[config.mk]
export PLATFORM = sky130hd
export DESIGN_NAME = mul_div_unit
export DESIGN_NICKNAME = d
export VERILOG_FILES = /design/src/rtl/mdu_pkg.sv /design/src/rtl/mdu_step.sv /design/src/rtl/mul_div_unit.sv
export SDC_FILE = /design/constraint.sdc
export NUM_CORES = 1
export LEC_CHECK = 0
export CAP_MARGIN = 20
export CORE_MARGIN = 8
export CORE_UTILIZATION = 50
export DETAILED_ROUTE_END_ITERATION = 8
export GPL_ROUTABILITY_DRIVEN = 0
export PLACE_DENSITY = 0.72
export SYNTH_ARGS = -nofsm -noshare
export SYNTH_HDL_FRONTEND = slang
export SYNTH_SLANG_ARGS = --single-unit
[constraint.sdc]
create_clock -name clk -period 4.3 [get_ports clk]
set_clock_uncertainty 0.05 [all_clocks]
set_input_delay 0.86 -clock clk [delete_from_list [all_inputs] [get_ports clk]]
set_output_delay 0.86 -clock clk [all_outputs]
set_load 0.05 [all_outputs]
[src/rtl/mdu_pkg.sv]
// Shared definitions for the iterative multiply/divide unit: op encodings,
// controller states and the default iteration count.
package mdu_pkg;

    localparam int MDU_ITER = 32;

    typedef enum logic [1:0] {
        MDU_MULT  = 2'b00,
        MDU_MULTU = 2'b01,
        MDU_DIV   = 2'b10,
        MDU_DIVU  = 2'b11
    } mdu_op_e;

    typedef enum logic [1:0] {
        S_IDLE = 2'd0,
        S_RUN  = 2'd1,
        S_FIN  = 2'd2
    } mdu_state_e;

    function automatic logic op_is_div(input mdu_op_e op);
        return (op == MDU_DIV) || (op == MDU_DIVU);
    endfunction

    function automatic logic op_is_signed(input mdu_op_e op);
        return (op == MDU_MULT) || (op == MDU_DIV);
    endfunction

endpackage

[src/rtl/mdu_step.sv]
// One radix-2 iteration: shift-add multiply step, or (with MDU_DIV_EN) a
// restoring-divide step. acc holds {upper, lower}; lower is the multiplier / quotient.
module mdu_step
    import mdu_pkg::*;
#(
    parameter int WIDTH = MDU_ITER
) (
`ifdef MDU_DIV_EN
    input  logic                 is_div_i,
`endif
    input  logic [WIDTH-1:0]     opnd_i,
    input  logic [2*WIDTH-1:0]   acc_i,
    output logic [2*WIDTH-1:0]   acc_o
);

    logic [WIDTH:0]       sum;
    logic [2*WIDTH-1:0]   mul_next;

    // Carry out of the partial-product add lands in the top bit after the shift.
    assign sum      = {1'b0, acc_i[2*WIDTH-1:WIDTH]} + (acc_i[0] ? {1'b0, opnd_i} : '0);
    assign mul_next = {sum, acc_i[WIDTH-1:1]};

`ifdef MDU_DIV_EN
    logic [WIDTH:0]       shifted;
    logic [WIDTH:0]       trial;
    logic [2*WIDTH-1:0]   div_next;

    // Bring the next dividend bit into the remainder, then try the subtract.
    assign shifted  = acc_i[2*WIDTH-1:WIDTH-1];
    assign trial    = shifted - {1'b0, opnd_i};
    assign div_next = trial[WIDTH] ? {shifted[WIDTH-1:0], acc_i[WIDTH-2:0], 1'b0}
                                   : {trial[WIDTH-1:0],   acc_i[WIDTH-2:0], 1'b1};

    assign acc_o = is_div_i ? div_next : mul_next;
`else
    assign acc_o = mul_next;
`endif

endmodule

[src/rtl/mul_div_unit.sv]
// Iterative MULT/MULTU/DIV/DIVU unit holding architectural HI/LO.
// Define MDU_DIV_EN to build the divider; otherwise DIV/DIVU complete in one cycle with no effect.
module mul_div_unit
    import mdu_pkg::*;
#(
    parameter int WIDTH = MDU_ITER
) (
    input  logic             clk,
    input  logic             reset,
    input  logic             start,
    input  logic [1:0]       op,
    input  logic [WIDTH-1:0] srcA,
    input  logic [WIDTH-1:0] srcB,
    input  logic             mtHi,
    input  logic             mtLo,
    output logic             busy,
    output logic             done,
    output logic             divZero,
    output logic [WIDTH-1:0] hi,
    output logic [WIDTH-1:0] lo
);

    localparam int CNT_W = $clog2(WIDTH);

    mdu_state_e           state_q, state_d;
    mdu_op_e              op_q, op_d;
    logic [CNT_W-1:0]     cnt_q, cnt_d;
    logic [WIDTH-1:0]     opnd_q, opnd_d;
    logic [2*WIDTH-1:0]   acc_q, acc_d;
    logic                 neg_q, neg_d;
    logic [WIDTH-1:0]     hi_q, hi_d;
    logic [WIDTH-1:0]     lo_q, lo_d;
    logic                 done_q, done_d;
    logic                 divzero_q, divzero_d;
`ifdef MDU_DIV_EN
    logic                 rneg_q, rneg_d;
    logic                 dz_q, dz_d;
    logic [WIDTH-1:0]     quot_fix;
    logic [WIDTH-1:0]     rem_fix;
`endif

    mdu_op_e              op_in;
    logic                 in_signed;
    logic                 in_div;
    logic [WIDTH-1:0]     a_mag;
    logic [WIDTH-1:0]     b_mag;
    logic [2*WIDTH-1:0]   step_acc;
    logic [2*WIDTH-1:0]   prod_fix;

    assign op_in     = mdu_op_e'(op);
    assign in_signed = op_is_signed(op_in);
    assign in_div    = op_is_div(op_in);
    // -MIN wraps to MIN, which is still the correct unsigned magnitude.
    assign a_mag     = (in_signed && srcA[WIDTH-1]) ? -srcA : srcA;
    assign b_mag     = (in_signed && srcB[WIDTH-1]) ? -srcB : srcB;

    assign prod_fix  = neg_q ? -acc_q : acc_q;
`ifdef MDU_DIV_EN
    assign quot_fix  = neg_q  ? -acc_q[WIDTH-1:0]       : acc_q[WIDTH-1:0];
    assign rem_fix   = rneg_q ? -acc_q[2*WIDTH-1:WIDTH] : acc_q[2*WIDTH-1:WIDTH];
`endif

    mdu_step #(.WIDTH(WIDTH)) u_step (
`ifdef MDU_DIV_EN
        .is_div_i (op_is_div(op_q)),
`endif
        .opnd_i   (opnd_q),
        .acc_i    (acc_q),
        .acc_o    (step_acc)
    );

    always_comb begin
        // NOTE: every variable gets its hold value first, so no path can infer a latch.
        state_d   = state_q;
        op_d      = op_q;
        cnt_d     = cnt_q;
        opnd_d    = opnd_q;
        acc_d     = acc_q;
        neg_d     = neg_q;
        hi_d      = hi_q;
        lo_d      = lo_q;
        done_d    = 1'b0;
        divzero_d = 1'b0;
`ifdef MDU_DIV_EN
        rneg_d    = rneg_q;
        dz_d      = dz_q;
`endif

        unique case (state_q)
            S_IDLE: begin
                if (start) begin
                    op_d    = op_in;
                    cnt_d   = '0;
                    opnd_d  = in_div ? b_mag : a_mag;
                    acc_d   = {{WIDTH{1'b0}}, (in_div ? a_mag : b_mag)};
                    neg_d   = in_signed && (srcA[WIDTH-1] ^ srcB[WIDTH-1]);
`ifdef MDU_DIV_EN
                    rneg_d  = in_signed && srcA[WIDTH-1];
                    dz_d    = in_div && (srcB == '0);
                    state_d = S_RUN;
`else
                    state_d = in_div ? S_FIN : S_RUN;
`endif
                end else begin
                    if (mtHi) hi_d = srcA;
                    if (mtLo) lo_d = srcA;
                end
            end

            S_RUN: begin
                acc_d = step_acc;
                cnt_d = cnt_q + CNT_W'(1);
                if (cnt_q == CNT_W'(WIDTH - 1)) state_d = S_FIN;
            end

            S_FIN: begin
                state_d = S_IDLE;
                done_d  = 1'b1;
                if (!op_is_div(op_q)) begin
                    hi_d = prod_fix[2*WIDTH-1:WIDTH];
                    lo_d = prod_fix[WIDTH-1:0];
                end
`ifdef MDU_DIV_EN
                else if (dz_q) begin
                    divzero_d = 1'b1;
                end else begin
                    hi_d = rem_fix;
                    lo_d = quot_fix;
                end
`endif
            end

            default: state_d = S_IDLE;
        endcase
    end

    // NOTE: the datapath registers are reset too; they are few and it keeps
    // simulation free of X after an abort.
    always_ff @(posedge clk or negedge reset) begin
        if (!reset) begin
            state_q   <= S_IDLE;
            op_q      <= MDU_MULT;
            cnt_q     <= '0;
            opnd_q    <= '0;
            acc_q     <= '0;
            neg_q     <= 1'b0;
            hi_q      <= '0;
            lo_q      <= '0;
            done_q    <= 1'b0;
            divzero_q <= 1'b0;
`ifdef MDU_DIV_EN
            rneg_q    <= 1'b0;
            dz_q      <= 1'b0;
`endif
        end else begin
            // NOTE: non-blocking so every register samples the pre-edge values.
            state_q   <= state_d;
            op_q      <= op_d;
            cnt_q     <= cnt_d;
            opnd_q    <= opnd_d;
            acc_q     <= acc_d;
            neg_q     <= neg_d;
            hi_q      <= hi_d;
            lo_q      <= lo_d;
            done_q    <= done_d;
            divzero_q <= divzero_d;
`ifdef MDU_DIV_EN
            rneg_q    <= rneg_d;
            dz_q      <= dz_d;
`endif
        end
    end

    assign busy    = (state_q != S_IDLE);
    assign done    = done_q;
    assign divZero = divzero_q;
    assign hi      = hi_q;
    assign lo      = lo_q;

endmodule

Yosys cells after proc, flatten, opt, wreduce, memory -nomap -nowiden

Index checks and enable logic that the tools add are counted.

$add $sub $neg: 5
$mul: 0
Divide/modulo/power cells: 0
$lt $le $gt $ge: 0
Eq/ne operators: 13
Shifts and indexed selects: 0
Multiplexer cells: 23
Bitwise logic cells: 1
Reductions and logical operators: 16

Operator list:

| cell                                                | number |
|---|---|
| two-way mux 32 bit                                  | 11 |
| two-way mux 64 bit                                  | 2 |
| one-hot mux 32 bit (2 select lines)                 | 2 |
| one-hot mux 64 bit (2 select lines)                 | 1 |
| negator 32 bit                                      | 2 |
| negator 64 bit                                      | 1 |
| adder 32 x 33 -> 33 bit                             | 1 |
| != test 2 bit, second input constant                | 6 |
| equality test 2 bit, second input constant          | 5 |
| one-hot mux 5 bit (2 select lines)                  | 1 |
| AND reduction 4 bit                                 | 2 |
| two-way mux 2 bit                                   | 3 |
| AND reduction 2 bit                                 | 3 |
| nonzero test 2 bit                                  | 3 |
| adder 5 x 1 -> 5 bit, second input constant         | 1 |
| equality test 5 bit, second input constant          | 1 |
| two-way mux 5 bit                                   | 1 |
| logical NOT 2 bit                                   | 2 |
| one-hot mux 2 bit (2 select lines)                  | 1 |
| logical AND 1 bit                                   | 3 |
| logical OR 1 bit                                    | 3 |
| equality test 2 x 1 -> 1 bit, second input constant | 1 |
| two-way mux 1 bit                                   | 1 |
| XOR 1 bit                                           | 1 |

Register bits: 171
Bits in latches: 0
Bits in writable memories: 0
ROM bits: 0
Input port bits: 71
Output and inout port bits: 67
Logic and storage cells: 67
Memories kept: 0

Depth between registers and ports, before layout

Gate-level depths: netlist of the first run.

Depth after elaboration: 7
Depth in mapped cells: 13
Mapped depth without buffers: 11

By module

From an unflattened synthesis of the first run, not the netlist that was laid out.

Cell total of the unflattened synthesis: 1,547
Area, all modules: 12,892.4 µm²

Modules (own cells, without submodules):

| module       | times used | cells an instance | area each (µm²) | sequential area each (µm²) |
|---|---|---|---|---|
| mul_div_unit | 1          | 1,194             | 10,463.8        | 4,254.1 |
| mdu_step     | 1          | 353               | 2,428.6         | 0.0 |

Worst setup path after synthesis of the first run

Ideal clock, no wire load.

Path kind: register to register
Start: register acc_q[0]
End: register acc_q[54]
Library setup time: 0.150 ns
Arrival: 2.937 ns
Data required time: 4.100 ns
Setup slack: 1.163 ns
Stages on the path, launching flop included: 13
Path buffers: 2
Clock period less this slack: 3.137 ns
Cell sequence: dfrtp_1 > clkbuf_1 > clkbuf_1 > nand2_1 > inv_1 > ha_1 > a21oi_1 > nand4b_1 > a2111oi_0 > o21ai_0 > a21boi_0 > mux2i_1 > o311ai_0

Longest elaborated chain between the ends: 3

RTL lines:

| item                                | RTL line            | source |
|---|---|---|
| start, declared                     | mul_div_unit.sv:29  | `logic [2*WIDTH-1:0] acc_q, acc_d;` |
| start signal, assigned              | mul_div_unit.sv:145 | `acc_q <= '0;` |
| start signal, assigned              | mul_div_unit.sv:161 | `acc_q <= acc_d;` |
| two-way mux 32 bit                  | mdu_step.sv:20      | `assign sum = {1'b0, acc_i[2*WIDTH-1:WIDTH]} + (acc_i[0] ? {1'b0, opnd_i} : '0);` |
| adder 32 x 33 -> 33 bit             | mdu_step.sv:20      |  |
| one-hot mux 64 bit (2 select lines) | mul_div_unit.sv:89  | `unique case (state_q)` |

No other way between the ends.
A chain may end at the register's enable or synchronous reset.

Final worst setup path of the first run

Start: register state_q[0]
End: output port busy

Longest elaborated chain between the ends: 1

RTL lines:

| item                   | RTL line            | source |
|---|---|---|
| start, declared        | mul_div_unit.sv:25  | `mdu_state_e state_q, state_d;` |
| start signal, assigned | mul_div_unit.sv:157 | `state_q <= state_d;` |
| nonzero test 2 bit     | mul_div_unit.sv:174 | `assign busy = (state_q != S_IDLE);` |
| end, declared          | mul_div_unit.sv:16  | `output logic busy,` |

No other way between the ends.

==> flow_metrics.tcl, run 1 <==
set metrics [dict create \
    status "finished, final reports clean" \
    cts_hold_buf 0 \
    timing.setup.tns_ns 0 \
    tightest_slew_ns 0.9797 \
    rr_worst_depth 7 \
    synth_nets 1570 \
    synth-main-ff-cell "dfrtp_1" \
    holdWs_ns 0.4262 \
    ir_drop_v 0.0003070 \
    synthCells 1461 \
    final_antenna_net_count 0 \
    clk_pin_slew_worst_paths_ns 0.07 \
    layout-drive-gt1-share_pct 6.540 \
    synth_common_cells "dfrtp_1, nand2_1, nor2_1" \
    required_ns 3.39 \
    ys_seq_area_share_pct 35.30 \
    area_growth_pct 19.26 \
    cts_buffer_depth 2 \
    cts_root_buf "clkbuf_16" \
    num_antenna_cells 0 \
    dieArea_mm2 0.02932 \
    r2r_slack_ns 0.87 \
    drt_wl_total_mm 44.33 \
    num_rows 57 \
    synth_top_family_by_area "compound AO/OA/AOI/OAI gates" \
    synth-simple-area-share_pct 20.05 \
    utilization_pct 59.97 \
    setup_violations 0 \
    via_count 12331 \
    cts.htree.levels 4 \
    cts_sinks 170 \
    synth_compound_area_share_pct 25.28 \
    grt_pass1_wl_mm 66.63 \
    fin_ws_ns 0.7755 \
    antenna_found_initial 0 \
    ys_top_cells_by_area "dfrtp_1, o21ai_0, xor2_1" \
    die_w_um 171.2 \
    design.core.area_mm2 0.02396 \
    place_hpwl_mm 33.65 \
    fin_cells 1899 \
    power.leakage_nw 5.813 \
    synth_top_area_share_pct 35.30 \
    critPathMaxFanout 19 \
    r2r-end "hi[16]" \
    slew_violations 0 \
    critical_path_class "reg -> out" \
    critical_path.startpoint "state_q[0]" \
    vias_per_cell 6.493 \
    place_inst 1867 \
    dp_slack_ns 0.4956 \
    io-pin-count 138 \
    ys_seq_elements 170 \
    synthArstFlopShare_pct 100.0 \
    yosysWarnings 0 \
    drt_iter0_markers 1824 \
    synth.area.mux_share_pct 1.308 \
    avgSynthCellArea_um2 8.248 \
    grt.overflow.total 0 \
    final_nets 1671 \
    synth_xor_area_share_pct 10.10 \
    p_per_area_mw_per_mm2 758.1 \
    fill_cells 2129 \
    relSlewSlack_pct 34.68 \
    start_util_pct 50.29 \
    fmax_ghz 0.2837 \
    hold_viol 0 \
    grt_pass1_vias 11398 \
    r2r-start "acc_q[7]" \
    synth_fa_ha_area_share_pct 4.008 \
    cts_setup_buffers 0 \
    cap_viol_max_count 0 \
    wl_per_cell_um 23.34 \
    crit_path_end "busy" \
    synth.distinct_cells 69 \
    min_period_ns 3.524 \
    drc 0 \
    post_synth_instance_area_mm2 0.01205 \
    grt_usage_pct 29.73 \
    firstDrtPassIters 6 \
    numCtsBuffers 17 \
    synth_edf_count 0 \
    rsz0062_at_grt "false" \
    io_buffers 136 \
    die_h_um 171.2 \
    startpoint_type "flop" \
    arrival_ns 2.61 \
    min_path_cells 2 \
    hp-class "reg -> reg" \
    cts_tree "done" \
    yosysMostFrequentCell "dfrtp_1" \
    period_share_pct 81.96 \
    yosys.area.top_type "dfrtp_1" \
    end_kind "output port" \
    grt_max_degree 99 \
    clock_latency_ns 0.44 \
    cts_resized 0 \
]
logic make-up (layout without fill, tap and decap cells):
group                    count (synthesis)  after routing
other                                    1              1
AO/OA/AOI/OAI                          466            466
AND/OR/NAND/NOR                        510            510
multiplexers                            15             15
flip-flops                             170            170
buffers and inverters                  122            236
XOR/XNOR                               139            139
adder cells (fa/ha/maj)                 38             38
routing by layer:
layer | routed length (µm) | vias to the layer above | track usage, %
met5 | 66 | - | 1.736
met1 | 17700 | 5863 | 39.47
met2 | 19090 | 779 | 44.26
met3 | 4776 | 142 | 5.807
met4 | 2691 | 2 | 17.88
li1 | - | 5545 | -
report_power, final:
group          internal [mW]  switching (mW)
clock                  0.870           0.722
sequential              2.33           0.866
combinational           2.21            3.90
layout by cell type, fill, tap and decap left out, types with 33 or more instances in the layout:
cell | synthesis | final
dfrtp_1 | 170 | 169
a221oi_1 | 34 | 34
xor2_1 | 77 | 77
xnor2_1 | 62 | 62
and2_1 | 33 | 33
o21ai_0 | 136 | 136
buf_4 | 1 | 42
ha_1 | 37 | 37
nor2_1 | 143 | 142
clkdlybuf4s50_1 | 0 | 134
a21oi_1 | 98 | 98
nand2_1 | 169 | 169
o31ai_1 | 44 | 44
area by class of cell:
| class | instances | area (µm²) | share of cell area, % |
|---|---|---|---|
| tap | 324 | 405.4 | 2.821 |
| timing repair buffer | 179 | 1693 | 11.78 |
| sequential | 170 | 4255 | 29.61 |
| clock inverter | 14 | 163.9 | 1.141 |
| multi-input combinational | 1169 | 7331 | 51.01 |
| clock buffer | 18 | 429.2 | 2.986 |
| inverter | 25 | 93.84 | 0.6530 |
state kept, by name, indices dropped and copies added (netlist names):
register and count:
op_q 1, neg_q 1, hi 32, lo 32, done 1, opnd_q 32, cnt_q 5, acc_q 64
state_q 2
worst max-delay path, stage by stage, from the launching register on:
cell and delay (ns):
dfrtp_1 0.70, inv_1 0.47, nand2_1 0.19, clkdlybuf4s50_1 0.82
worst min path at each step:
stage                           from         end  slack, ns
after global routing       opnd_q[2]   opnd_q[2]       0.45
after global placement    opnd_q[11]  opnd_q[11]       0.41
after detailed placement  opnd_q[11]  opnd_q[11]       0.42
after floorplan           opnd_q[11]  opnd_q[11]       0.39
final                     opnd_q[10]  opnd_q[10]       0.43
after CTS                 opnd_q[11]  opnd_q[11]       0.43
through the flow:
step           power, mW  area [µm²]
6_report           10.89       14370
5_1_grt            11.47       14370
4_1_cts            10.78       14370
3_5_place_dp       9.166       13780
3_3_place_gp       9.051       13780
2_1_floorplan      7.107       12050
Note: power is estimated with default switching activity, not from simulation.
==> run 2, diff against run 1 <==
Clock period 4.3 ns to 3.6 ns, I/O delays scaled along.
==> flow_metrics.tcl, run 2 (synthesis results as in run 1) <==
set metrics [dict create \
    end_kind "flop" \
    power.leakage_nw 5.995 \
    dieArea_mm2 0.02932 \
    cts_root_buf "clkbuf_16" \
    clock_latency_ns 0.45 \
    io_buffers 136 \
    grt_max_degree 68 \
    final_nets 1706 \
    cts_tree "done" \
    rr_worst_depth 7 \
    grt_usage_pct 30.62 \
    period_share_pct 94.09 \
    antenna_found_initial 0 \
    tightest_slew_ns 0.8187 \
    setup_violations 0 \
    power.total_mw 13.07 \
    wl_per_cell_um 23.40 \
    firstDrtPassIters 5 \
    drt_iter0_markers 1649 \
    r2r_slack_ns 0.21 \
    start_util_pct 50.29 \
    grt.overflow.total 0 \
    p_per_area_mw_per_mm2 891.7 \
    relSlewSlack_pct 45.42 \
    cts_setup_buffers 0 \
    critPathMaxFanout 6 \
    hold_viol 0 \
    place_hpwl_mm 34.58 \
    hp-class "in -> async" \
    fmax_ghz 0.2952 \
    die_h_um 171.2 \
    design.core.area_mm2 0.02396 \
    grt_pass1_wl_mm 68.79 \
    arrival_ns 3.68 \
    io-pin-count 138 \
    drt_wl_total_mm 45.26 \
    num_rows 57 \
    top_register "acc_q" \
    critical_path_class "reg -> reg" \
    die_w_um 171.2 \
    clk_pin_slew_worst_paths_ns 0.08 \
    rsz0062_at_grt "false" \
    utilization_pct 61.15 \
    cts.htree.levels 4 \
    critical_path.startpoint "acc_q[6]" \
    ir_drop_v 0.0004906 \
    fill_cells 2127 \
    area_growth_pct 21.60 \
    drc 0 \
    min_period_ns 3.387 \
    via_count 12515 \
    final_antenna_net_count 0 \
    r2r-start "acc_q[6]" \
    cap_viol_max_count 0 \
    vias_per_cell 6.471 \
    num_antenna_cells 0 \
    r2r-end "hi[16]" \
    largest_reg_flops 64 \
    numCtsBuffers 17 \
    cts_hold_buf 0 \
    grt_pass1_vias 11718 \
    status "finished, final reports clean" \
    final_cell_mix "nand2_1, dfrtp_1, nor2_1" \
    layout-drive-gt1-share_pct 8.571 \
    slew_violations 0 \
    cts_resized 0 \
    cts_buffer_depth 2 \
    holdWs_ns 0.2255 \
    startpoint_type "flop" \
    required_ns 3.89 \
    cts_sinks 170 \
]
-- run 2: report_power, final --
part | internal [mW] | switching, mW
logic | 2.72 | 4.72
registers | 2.78 | 0.959
clock network | 0.987 | 0.901
-- run 2: cell type report --
cell class,instances,area (µm²),area share [%]
sequential,170,4255,29.04
clock buffer,18,429.2,2.929
tap,324,405.4,2.767
timing repair buffer,214,1981,13.52
clock inverter,14,157.7,1.076
multi-input combinational,1169,7331,50.03
inverter,25,93.84,0.6404
-- run 2: how the worst max path moves through the flow --
stage / to / slack (ns) / cells past startpoint
after detailed placement: opnd_q[29] / -0.04 / 8
after CTS: hi[16] / 0.24 / 7
after global routing: acc_q[52] / 0.03 / 10
after floorplan: acc_q[54] / 0.46 / 12
final: hi[16] / 0.21 / 7
after global placement: acc_q[21] / 0.00008 / 8
-- run 2: per-stage QoR --
stage | cells | TNS, ns | cell area, µm² | setup slack (ns)
floorplan | 1461 | 0 | 12050 | 0.4627
global placement | 1902 | 0 | 14070 | 0.00008260
CTS | 1934 | 0 | 14650 | 0.2391
finish | 1934 | 0 | 14650 | 0.2128
global route | 1934 | 0 | 14650 | 0.03179
detailed placement | 1902 | -0.05943 | 14070 | -0.04074
-- run 2: worst max-delay path: stages, from the launching register on --
cell      delay (ns)
dfrtp_1         0.46
or4_4           0.58
or4_4           0.58
or4_1           0.42
or4_4           0.53
o31ai_1         0.26
xor2_1          0.14
a221oi_1        0.26
-- run 2: layer usage --
metal	part of all wire [%]	global-route usage [%]
met1	40	40.70
met2	43	45.30
met3	11	7.000
met4	6.1	17.58
met5	0	0
